### src/rtl/hazard_ctrl.sv
// Hazard controller for the 5-stage core: EX operand forwarding selects, load-use
// bubble insertion and multi-cycle multiplier sequencing with front-of-pipe freeze.

module hazard_fwd_lane #(
  parameter int REG_W = 5
) (
  input  logic [REG_W-1:0] ex_rs_i,
  input  logic [REG_W-1:0] mem_rd_i,
  input  logic             mem_we_i,
  input  logic [REG_W-1:0] wb_rd_i,
  input  logic             wb_we_i,
  output logic [1:0]       sel_o
);
  // Younger producer (EX/MEM) wins; r0 is hardwired zero and never forwarded.
  always_comb begin
    sel_o = 2'b00;
    if (mem_we_i && (mem_rd_i == ex_rs_i) && (mem_rd_i != '0))
      sel_o = 2'b10;
    else if (wb_we_i && (wb_rd_i == ex_rs_i) && (wb_rd_i != '0))
      sel_o = 2'b01;
  end
endmodule

module hazard_ctrl #(
  parameter int REG_W    = 5,
  parameter int MULT_LAT = 3
) (
  input  logic             clk_i,
  input  logic             arst_n_i,
  input  logic [REG_W-1:0] id_rs1_i,
  input  logic [REG_W-1:0] id_rs2_i,
  input  logic [REG_W-1:0] ex_rs1_i,
  input  logic [REG_W-1:0] ex_rs2_i,
  input  logic [REG_W-1:0] ex_rd_i,
  input  logic             ex_mem_read_i,
  input  logic             ex_mult_i,
  input  logic [REG_W-1:0] mem_rd_i,
  input  logic             mem_reg_write_i,
  input  logic [REG_W-1:0] wb_rd_i,
  input  logic             wb_reg_write_i,
  output logic [1:0]       fwd_a_sel_o,
  output logic [1:0]       fwd_b_sel_o,
  output logic             pc_hold_o,
  output logic             ifid_hold_o,
  output logic             idex_hold_o,
  output logic             idex_flush_o,
  output logic             exmem_flush_o,
  output logic             mult_start_o,
  output logic             mult_done_o
);
  localparam logic [3:0] LAST = 4'(MULT_LAT - 1);

  typedef enum logic {IDLE, MBUSY} state_e;

  state_e     state_q, state_d;
  logic [3:0] cnt_q, cnt_d;

  logic [1:0][REG_W-1:0] ex_rs;
  logic [1:0][1:0]       sel;

  assign ex_rs = {ex_rs2_i, ex_rs1_i};

  for (genvar g = 0; g < 2; g++) begin : g_lane
    hazard_fwd_lane #(.REG_W(REG_W)) u_lane (
      .ex_rs_i  (ex_rs[g]),
      .mem_rd_i (mem_rd_i),
      .mem_we_i (mem_reg_write_i),
      .wb_rd_i  (wb_rd_i),
      .wb_we_i  (wb_reg_write_i),
      .sel_o    (sel[g])
    );
  end

  logic load_use;
  assign load_use = ex_mem_read_i && (ex_rd_i != '0) &&
                    ((ex_rd_i == id_rs1_i) || (ex_rd_i == id_rs2_i));

  logic pc_hold, ifid_hold, idex_hold, idex_flush, exmem_flush, mstart, mdone;

  always_comb begin
    state_d     = state_q;
    cnt_d       = cnt_q;
    pc_hold     = 1'b0;
    ifid_hold   = 1'b0;
    idex_hold   = 1'b0;
    idex_flush  = 1'b0;
    exmem_flush = 1'b0;
    mstart      = 1'b0;
    mdone       = 1'b0;
    case (state_q)
      IDLE: begin
        if (ex_mult_i) begin
          // Multiply outranks load-use: ID/EX is frozen, so the load-use bubble is moot.
          mstart      = 1'b1;
          pc_hold     = 1'b1;
          ifid_hold   = 1'b1;
          idex_hold   = 1'b1;
          exmem_flush = 1'b1;
          state_d     = MBUSY;
          cnt_d       = 4'd1;
        end else if (load_use) begin
          pc_hold    = 1'b1;
          ifid_hold  = 1'b1;
          idex_flush = 1'b1;
        end
      end
      MBUSY: begin
        if (cnt_q < LAST) begin
          pc_hold     = 1'b1;
          ifid_hold   = 1'b1;
          idex_hold   = 1'b1;
          exmem_flush = 1'b1;
          cnt_d       = cnt_q + 4'd1;
        end else begin
          mdone   = 1'b1;
          state_d = IDLE;
          cnt_d   = 4'd0;
        end
      end
      default: begin
        state_d = IDLE;
        cnt_d   = 4'd0;
      end
    endcase
  end

  always_ff @(posedge clk_i or negedge arst_n_i) begin
    if (!arst_n_i) begin
      state_q <= IDLE;
      cnt_q   <= 4'd0;
    end else begin
      state_q <= state_d;
      cnt_q   <= cnt_d;
    end
  end

  // Outputs are combinational from live inputs, so they are forced quiet while in reset.
  assign fwd_a_sel_o   = arst_n_i ? sel[0] : 2'b00;
  assign fwd_b_sel_o   = arst_n_i ? sel[1] : 2'b00;
  assign pc_hold_o     = arst_n_i & pc_hold;
  assign ifid_hold_o   = arst_n_i & ifid_hold;
  assign idex_hold_o   = arst_n_i & idex_hold;
  assign idex_flush_o  = arst_n_i & idex_flush;
  assign exmem_flush_o = arst_n_i & exmem_flush;
  assign mult_start_o  = arst_n_i & mstart;
  assign mult_done_o   = arst_n_i & mdone;
endmodule
### config.mk
export PLATFORM = sky130hd
export DESIGN_NAME = hazard_ctrl
export DESIGN_NICKNAME = d
export VERILOG_FILES = /design/src/rtl/hazard_ctrl.sv
export SDC_FILE = /design/constraint.sdc
export NUM_CORES = 1
export LEC_CHECK = 0
export ABC_AREA = 1
export BUFFER_PORTS_ARGS = -buffer_cell sky130_fd_sc_hd__buf_4
export CAP_MARGIN = 40
export CORE_MARGIN = 2
export CORE_UTILIZATION = 43
export CTS_BUF_LIST = sky130_fd_sc_hd__clkbuf_4
export DETAILED_ROUTE_END_ITERATION = 8
export PLACE_DENSITY = 0.89
export RECOVER_POWER = 25
export SYNTH_ARGS = -nofsm -noshare
export SYNTH_HDL_FRONTEND = slang
export SYNTH_SLANG_ARGS = --single-unit
### constraint.sdc
create_clock -name clk_i -period 1.1 [get_ports clk_i]
set_input_delay 0.165 -clock clk_i [delete_from_list [all_inputs] [get_ports clk_i]]
set_output_delay 0.165 -clock clk_i [all_outputs]
set_load 0.05 [all_outputs]
==> results by group, run 1 <==
Synth
  • Ys flop type: sky130_fd_sc_hd__dfrtp_1
  • Top post-synthesis cells by area: sky130_fd_sc_hd__nand2_1, sky130_fd_sc_hd__dfrtp_1, sky130_fd_sc_hd__inv_1
  • Top-count cell post-synth: sky130_fd_sc_hd__nand2_1
  • Mapped Avg Cell Area: 5.67 um^2
  • Number of synthesized flops with an enable pin: 0
  • Synth unique cells: 23
  • Post-synth top area cell: sky130_fd_sc_hd__nand2_1
  • Fraction of synthesized cell area taken by the top area cell type: 0.178
  • Sequential-to-total area share from yosys stat: 0.156
  • Post-synthesis instance total: 141
  • Syn Nets: 183
  • Async set-or-reset flop fraction in the synthesized netlist: 1.00
  • Post-synthesis instance area: 800 um^2
  • FF+latch count, synth: 5
  • Total number of yosys warnings: 0
  • Top post-synthesis cells by count: sky130_fd_sc_hd__nand2_1, sky130_fd_sc_hd__inv_1, sky130_fd_sc_hd__nor2_1, sky130_fd_sc_hd__xnor2_1

Placement
  • HPWL reported at the end of detailed placement: 2140 um
  • # port buffers: 51
  • Final RePlAce weighted congestion: 0.835
  • Post-Place Worst Slack: -0.223 ns

Outcome
  • Failing step: global routing (5_1_grt)
  • Error that ended the run: [ERROR DPL-0038] Utilization greater than 100%, impossible to legalize
  • Status: did not finish

Die
  • Die Span Y: 47.1 um
  • Top-level port count: 52
  • Initial Utilization: 0.458
  • Die Wd: 47.1 um
  • Number of rows created at floorplan: 15

STA
  • Kind of endpoint with the least setup slack: top-level output
  • Worst-path endpoint after global-route repair_timing: ifid_hold_o

Clock tree
  • Sink count of the clock tree: 5
  • Number of buffers inserted during clock tree synthesis: 3
  • Clock H-tree levels: 1
  • Root buffer cell: sky130_fd_sc_hd__clkbuf_4
  • Buffer depth of the longest clock path: 2

GRT
  • Pin count of the biggest net entering global routing: 6
[cells by family after synthesis]
family / Yosys count / synth area share
compound gates: 18 / 0.139
xor+xnor: 12 / 0.131
fa+ha+maj: 1 / 0.0156
buf+inv: 29 / 0.146
flops: 5 / 0.156
mux: 1 / 0.0125
simple gates: 75 / 0.399
[repair_timing]
item | 4_1_cts
endpoints found under the hold margin | 5
gates resized for setup | 47
setup buffers | 5
pin swaps | 15
hold buffers | 1
setup endpoints to repair | 11
[through the flow]
step / hold slack [ns] / std cells / utilization / cell area (um^2)
3_3_place_gp: 0.0800 / 225 / 0.791 / 1380
4_1_cts: 0.338 / 235 / 0.936 / 1630
2_1_floorplan: -0.131 / 141 / - / 911
3_5_place_dp: 0.0809 / 225 / 0.791 / 1380
==> inputs of run 2 (changes only) <==
Settings changed: CORE_AREA from default to 2 2 63 65, CORE_MARGIN 2 to default, CORE_UTILIZATION 43 to default, CTS_BUF_LIST sky130_fd_sc_hd__clkbuf_4 to default, DIE_AREA from default to 0 0 65 67, PLACE_DENSITY 0.89 to default, PLACE_DENSITY_LB_ADDON from default to 0.15.
==> results by group, run 2 <==
Placement
  • Final RePlAce weighted congestion: 0.846 (+1.3%)
  • Post-Place Worst Slack: -0.223 ns (-0.0000830 ns)
  • HPWL reported at the end of detailed placement: 2220 um (+3.4%)
  • # port buffers: 51 (unchanged)
  • Placed cell count: 247 (+9.8%)

Finish
  • Number of flip-flops in the largest register: 4
  • Finished Layout Cells: 254
  • Fraction of final layout cells with drive strength greater than 1: 0.481
  • Number of fill cells in the layout: 380
  • Final Util: 0.458
  • Number of antenna repair diodes: 0
  • Commonest cells after routing, fill and taps aside: sky130_fd_sc_hd__buf_4, sky130_fd_sc_hd__nand2_1, sky130_fd_sc_hd__inv_1, sky130_fd_sc_hd__buf_6, sky130_fd_sc_hd__nor2_1
  • Most frequent standard cell in the layout excluding fill and tap cells: sky130_fd_sc_hd__buf_4
  • Biggest registers after layout: cnt_q (4), state_q (1)
  • Net count reported at finish: 249
  • Register containing the most flip-flops in the final layout: cnt_q
  • Syn-to-layout area delta: 107%

Power
  • Switching component of the power: 889 uW
  • Internal Dissipation: 1.16 mW
  • Leak pwr: 0.864 nW
  • Switching share of power: 0.434
  • Sequential power share: 0.155
  • Maximum ir drop on the vdd rail: 0.00125 V
  • Comb power frac: 0.675
  • Power, Total: 2.05 mW
  • Part of the total power dissipated in the clock network: 0.170
  • Cell Pwr Density: 1240 nW/um^2

STA
  • Fraction of the cycle the final worst path needs: 1.30
  • Count of final setup violators: 11
  • Worst clock skew: 0.00110 ns
  • Final worst-path setup slack: -0.334 ns
  • Final min period: 1.43 ns
  • Max-slew violations: 0
  • Relative max-transition margin: 0.842
  • Setup repair after global routing missed its margin: true
  • Count of final hold-check violations: 0
  • Transition time of the tightest slew-check pin: 0.236 ns
  • Total Neg Setup Slack: -2.32 ns
  • Highest attainable clock frequency: 697 MHz

Synth
  • Async set-or-reset flop fraction in the synthesized netlist: 1.00 (unchanged)
  • Post-synth top area cell: sky130_fd_sc_hd__nand2_1
  • Number of synthesized flops with an enable pin: 0 (unchanged)
  • Ys flop type: sky130_fd_sc_hd__dfrtp_1
  • Total number of yosys warnings: 0 (unchanged)
  • Post-synthesis instance area: 800 um^2 (unchanged)
  • Syn Nets: 183 (unchanged)
  • Post-synthesis instance total: 141 (unchanged)
  • Top post-synthesis cells by count: sky130_fd_sc_hd__nand2_1, sky130_fd_sc_hd__inv_1, sky130_fd_sc_hd__nor2_1, sky130_fd_sc_hd__xnor2_1
  • FF+latch count, synth: 5 (unchanged)
  • Top-count cell post-synth: sky130_fd_sc_hd__nand2_1
  • Mapped Avg Cell Area: 5.67 um^2 (unchanged)
  • Sequential-to-total area share from yosys stat: 0.156 (unchanged)
  • Top post-synthesis cells by area: sky130_fd_sc_hd__nand2_1, sky130_fd_sc_hd__dfrtp_1, sky130_fd_sc_hd__inv_1
  • Synth unique cells: 23 (unchanged)
  • Fraction of synthesized cell area taken by the top area cell type: 0.178 (unchanged)

GRT
  • Number of global-route vias before repair: 1136
  • First-pass GRT wire length: 4640 um
  • Pin count of the biggest net entering global routing: 6
  • Sum of overflow across all layers after global routing: 0
  • Gr usage total: 0.134
  • Number of antenna violations at the first check in global routing: 0

Outcome
  • Status: complete, but fails checks
  • Failing checks: negative setup slack

Flow run
  • Max Cap Violations: 0

Worst setup path
  • Capturing element type of the critical path: output pin
  • Sort of element at the start of the critical path: flip-flop
  • Path type of the worst setup path: flip-flop to output pin
  • Worst reg-to-reg path cell count: 5
  • Arrival time at the worst endpoint: 1.27 ns
  • Worst path required time: 0.94 ns
  • CP max FO: 2

Clock tree
  • CTS clock-pin slew for the worst setup and hold paths: 0.04 ns
  • Number of buffers inserted during clock tree synthesis: 3 (unchanged)
  • CTS tree: built
  • Buffer depth of the longest clock path: 2 (unchanged)
  • Clock H-tree levels: 1 (unchanged)
  • Sink count of the clock tree: 5 (unchanged)
  • Root buffer cell: sky130_fd_sc_hd__clkbuf_8
  • Worst-Skew Late Latency: 0.22 ns

Detailed routing
  • Per-cell routed wire length: 11.0 um
  • Number of iterations in the first detailed-routing pass: 4
  • Vias/cell: 4.31
  • Final antenna-violating net count: 0
  • Via count of the routed design: 1094
  • Detailed-route DRC error count: 0
  • Final wirelength: 2790 um
  • Initial drt markers: 45

Die
  • Die Wd: 65 um (+38%)
  • Die outline area: 4360 um^2
  • Number of rows created at floorplan: 22 (+7)
  • Die Span Y: 67 um (+42%)
  • Area of the core: 3610 um^2
  • Top-level port count: 52 (unchanged)
  • Initial Utilization: 0.222 (-0.236)

Hold path
  • Hold Path Cell Cnt: 5
  • HP Class: input pin to flip-flop
[run 2: final timing paths]
| check | start | slack (ns) | end |
|---|---|---|---|
| min in group asynchronous | arst_n_i | 0.49 | cnt_q[1] |
| worst max-delay path | cnt_q[2] | -0.33 | pc_hold_o |
| max in group asynchronous | arst_n_i | 0.40 | state_q |
| worst min-delay path | ex_mult_i | 0.37 | cnt_q[3] |
| worst min register to register | cnt_q[3] | 0.51 | cnt_q[3] |
| worst max register to register | state_q | 0.07 | cnt_q[0] |
[run 2: per-layer routing]
| metal | global-route usage | vias to the layer above | part of all wire |
|---|---|---|---|
| met5 | 0 | - | 0 |
| met4 | 0.0505 | 0 | 0.0064 |
| met3 | 0.0253 | 2 | 0.082 |
| met2 | 0.242 | 38 | 0.50 |
| met1 | 0.156 | 487 | 0.41 |
| li1 | - | 567 | - |
[run 2: logic make-up after synthesis]
logic type	share of synthesized area
DFF	0.156
muxes	0.0125
buffers and inverters	0.146
AOI/OAI and AO/OA	0.139
adders and majority gates	0.0156
xor gates and xnor gates	0.131
and+or+nand+nor	0.399
[run 2: final cells by class]
class	count	area [um^2]	share of cell area
inverters	27	119	0.0719
clock buffers	4	45.0	0.0273
repair buffers	63	592	0.358
well taps	48	60.1	0.0363
flip-flops and latches	5	126	0.0765
multi-input cells	107	711	0.430
[run 2: repair_timing]
item | 4_1_cts | 5_1_grt
pin swaps | 7 | 10
hold buffers | 1 | 0
cloned | 0 | 0
endpoints found under the setup margin | 11 | 11
setup buffers | 1 | 1
endpoints found under the hold margin | 5 | 0
gates resized for setup | 35 | 14
[run 2: power groups by stage]
stage / clock network [mW] / logic (mW) / registers (mW)
detailed placement: 0 / 1.14 / 0.314
finish: 0.349 / 1.38 / 0.317
floorplan: 0 / 0.721 / 0.312
CTS: 0.357 / 1.29 / 0.309
global route: 0.364 / 1.49 / 0.325
global placement: 0 / 1.14 / 0.311
[run 2: metrics by stage]
step           hold slack, ns  cell area (um^2)
6_report                0.374              1650
5_1_grt                 0.420              1650
4_1_cts                 0.368              1600
3_5_place_dp           0.0966              1400
3_3_place_gp           0.0973              1400
2_1_floorplan          -0.131               911
[run 2: worst max-delay path: stages (launching register included)]
cell and delay, ns:
sky130_fd_sc_hd__dfrtp_1 0.38, sky130_fd_sc_hd__nor2_2 0.12, sky130_fd_sc_hd__nand2_2 0.08, sky130_fd_sc_hd__nand2_4 0.07, sky130_fd_sc_hd__nand2_4 0.06, sky130_fd_sc_hd__a21oi_4 0.14
sky130_fd_sc_hd__buf_6 0.18
Note: power is estimated with default switching activity, not from simulation.
==> inputs of run 3 (changes only) <==
Settings changed: GPL_TIMING_DRIVEN from default to 0, TNS_END_PERCENT from default to 30.
==> results by group, run 3 (synthesis gave the netlist of run 2 again) <==
Outcome
  • Status: complete, but fails checks
  • Failing checks: negative setup slack

STA
  • Setup repair after global routing missed its margin: true
  • Relative max-transition margin: 0.824 (-0.0184)
  • Hold WS: 0.358 ns (-0.0155 ns)
  • Worst clock skew: 0.00515 ns (+0.00406 ns)
  • Transition time of the tightest slew-check pin: 0.264 ns (+0.0281 ns)
  • Count of final setup violators: 11 (unchanged)
  • Total Neg Setup Slack: -2.41 ns (-0.0975 ns)
  • Fraction of the cycle the final worst path needs: 1.35 (+0.0425)
  • Max-slew violations: 0 (unchanged)
  • Count of final hold-check violations: 0 (unchanged)
  • Final min period: 1.48 ns (+0.0468 ns)
  • Final worst-path setup slack: -0.381 ns (-0.0468 ns)
  • Highest attainable clock frequency: 675 MHz (-3.2%)

Power
  • Leak pwr: 0.795 nW (-8.0%)
  • Power, Total: 1.95 mW (-4.9%)
  • Cell Pwr Density: 1290 nW/um^2 (+4.4%)
  • Maximum ir drop on the vdd rail: 0.00102 V (-18%)

Detailed routing
  • Top routing layer in use: met4
  • Detail Route met2 WL: 1330 um (-4.1%)
  • Wl on met1: 1090 um (-5.5%)
  • Final antenna-violating net count: 0 (unchanged)
  • Detailed-route DRC error count: 0 (unchanged)
  • Final wirelength: 2680 um (-4.0%)
  • Vias/cell: 4.37 (+1.5%)
  • WL met3: 242 um (+5.7%)
  • Initial drt markers: 39 (-13%)
  • Number of iterations in the first detailed-routing pass: 4 (unchanged)
  • Per-cell routed wire length: 10.8 um (-2.1%)
  • Via count of the routed design: 1089 (-0.46%)

Finish
  • Biggest registers after layout: cnt_q (4), state_q (1)
  • Commonest cells after routing, fill and taps aside: sky130_fd_sc_hd__buf_4, sky130_fd_sc_hd__nand2_1, sky130_fd_sc_hd__inv_1, sky130_fd_sc_hd__nor2_1, sky130_fd_sc_hd__buf_6
  • Area taken by flip-flops and latches: 126 um^2 (unchanged)
  • Fraction of final layout cells with drive strength greater than 1: 0.438 (-0.0428)
  • Net count reported at finish: 244 (-2.0%)
  • Multi-input gate area in the final layout: 661 um^2 (-7.0%)
  • Number of flip-flops in the largest register: 4 (unchanged)
  • Number of fill cells in the layout: 382 (+0.53%)
  • Syn-to-layout area delta: 88.4%
  • Register containing the most flip-flops in the final layout: cnt_q
  • Most frequent standard cell in the layout excluding fill and tap cells: sky130_fd_sc_hd__buf_4
  • Final standard cell area without fillers: 1510 um^2 (-8.9%)
  • Number of antenna repair diodes: 0 (unchanged)

Clock tree
  • Buffer depth of the longest clock path: 2 (unchanged)
  • Worst-Skew Late Latency: 0.22 ns (about the same)
  • Sink count of the clock tree: 5 (unchanged)
  • CTS tree: built
  • Root buffer cell: sky130_fd_sc_hd__clkbuf_8
  • Clock H-tree levels: 1 (unchanged)
  • Number of buffers inserted during clock tree synthesis: 3 (unchanged)
  • CTS clock-pin slew for the worst setup and hold paths: 0.04 ns (about the same)

GRT
  • Number of antenna violations at the first check in global routing: 0 (unchanged)
  • Sum of overflow across all layers after global routing: 0 (unchanged)
  • First-pass GRT wire length: 4400 um (-5.2%)
  • Pin count of the biggest net entering global routing: 8 (+2)
  • Number of global-route vias before repair: 1079 (-5.0%)
  • Gr usage total: 0.128 (-0.00630)

Worst setup path
  • Worst path required time: 0.94 ns (about the same)
  • CP cell instances: nor2_2, nand2_2, nand2_2, nand2_4, a21oi_4, buf_6, buf_8
  • Buffer and inverter count on the worst path: 2 (+1)
  • Largest stage delay on the critical path: 0.38 ns (about the same)
  • Crit-path leading delay family: flip-flops
  • Capturing element type of the critical path: output pin
  • Register-to-Register Setup Slack: 0.03 ns (-0.04 ns)
  • Worst-path cell with the longest stage delay: sky130_fd_sc_hd__dfrtp_1
  • Path type of the worst setup path: flip-flop to output pin
  • Sort of element at the start of the critical path: flip-flop
  • Arrival time at the worst endpoint: 1.32 ns (+0.05 ns)
  • CP max FO: 2 (unchanged)
  • Cell repeated most along the worst path: sky130_fd_sc_hd__nand2_2

Die
  • Number of rows created at floorplan: 22 (unchanged)
  • Die Wd: 65 um (unchanged)
  • Die outline area: 4360 um^2 (unchanged)
  • Top-level port count: 52 (unchanged)
  • Die Span Y: 67 um (unchanged)
  • Initial Utilization: 0.222 (unchanged)
  • Area of the core: 3610 um^2 (unchanged)

Placement
  • HPWL reported at the end of detailed placement: 2200 um (-0.90%)
  • Post-placement cell area: 1330 um^2 (-5.0%)
  • # port buffers: 51 (unchanged)
  • Final RePlAce weighted congestion: 0.811 (-4.2%)
  • Post-Place Worst Slack: -0.373 ns (-0.150 ns)

Hold path
  • HP Class: input pin to async pin

Flow run
  • Max Cap Violations: 0 (unchanged)
-- run 3: changes by cell type in the layout (fill, tap and decap cells not counted), moves of 2 or more --
| cell | before | now |
|---|---|---|
| sky130_fd_sc_hd__xnor2_2 | 5 | 1 |
| sky130_fd_sc_hd__nor2_4 | 6 | 4 |
| sky130_fd_sc_hd__buf_8 | 6 | 3 |
| sky130_fd_sc_hd__inv_2 | 0 | 2 |
| sky130_fd_sc_hd__buf_4 | 37 | 44 |
| sky130_fd_sc_hd__nor2_1 | 11 | 13 |
| sky130_fd_sc_hd__xnor2_1 | 2 | 6 |
| sky130_fd_sc_hd__buf_6 | 19 | 10 |
-- run 3: where the power goes --
part,internal (mW),switching [mW],leakage [nW]
clock,0.249,0.0920,0.0228
sequential,0.254,0.0735,0.0623
combinational,0.582,0.698,0.710
-- run 3: timing repair --
item | 4_1_cts | 5_1_grt
endpoints found under the hold margin | 5 | 0
setup buffers | 3 | 1
gates resized for setup | 21 | 7
pin swaps | 6 | 2
hold buffers | 1 | 0
endpoints found under the setup margin | 15 | 13
-- run 3: final timing paths --
check	to	depth (start not counted)	from
worst max-delay path	pc_hold_o	7	cnt_q[2]
worst min-delay path	cnt_q[2]	2	arst_n_i
worst max register to register	cnt_q[1]	4	state_q
worst min register to register	cnt_q[3]	2	cnt_q[3]
max in group asynchronous	state_q	2	arst_n_i
min in group clk_i	state_q	4	ex_mult_i
-- run 3: final cells by class --
type,instances,share of cell area
tap,48,0.0399
multi-input combinational,107,0.439
sequential,5,0.0839
clock buffer,4,0.0299
buffer,2,0.0125
timing repair buffer,56,0.318
inverter,27,0.0772
-- run 3: per-layer routing --
layer | vias up | global-route usage
li1 | 558 | -
met1 | 489 | 0.144
met2 | 40 | 0.231
met3 | 2 | 0.0321
met4 | 0 | 0.0479
met5 | - | 0
-- run 3: metrics by stage --
stage / instances / util
2_1_floorplan: 141 / -
3_3_place_gp: 240 / 0.370
3_5_place_dp: 240 / 0.370
4_1_cts: 248 / 0.411
5_1_grt: 249 / 0.418
6_report: 249 / 0.418
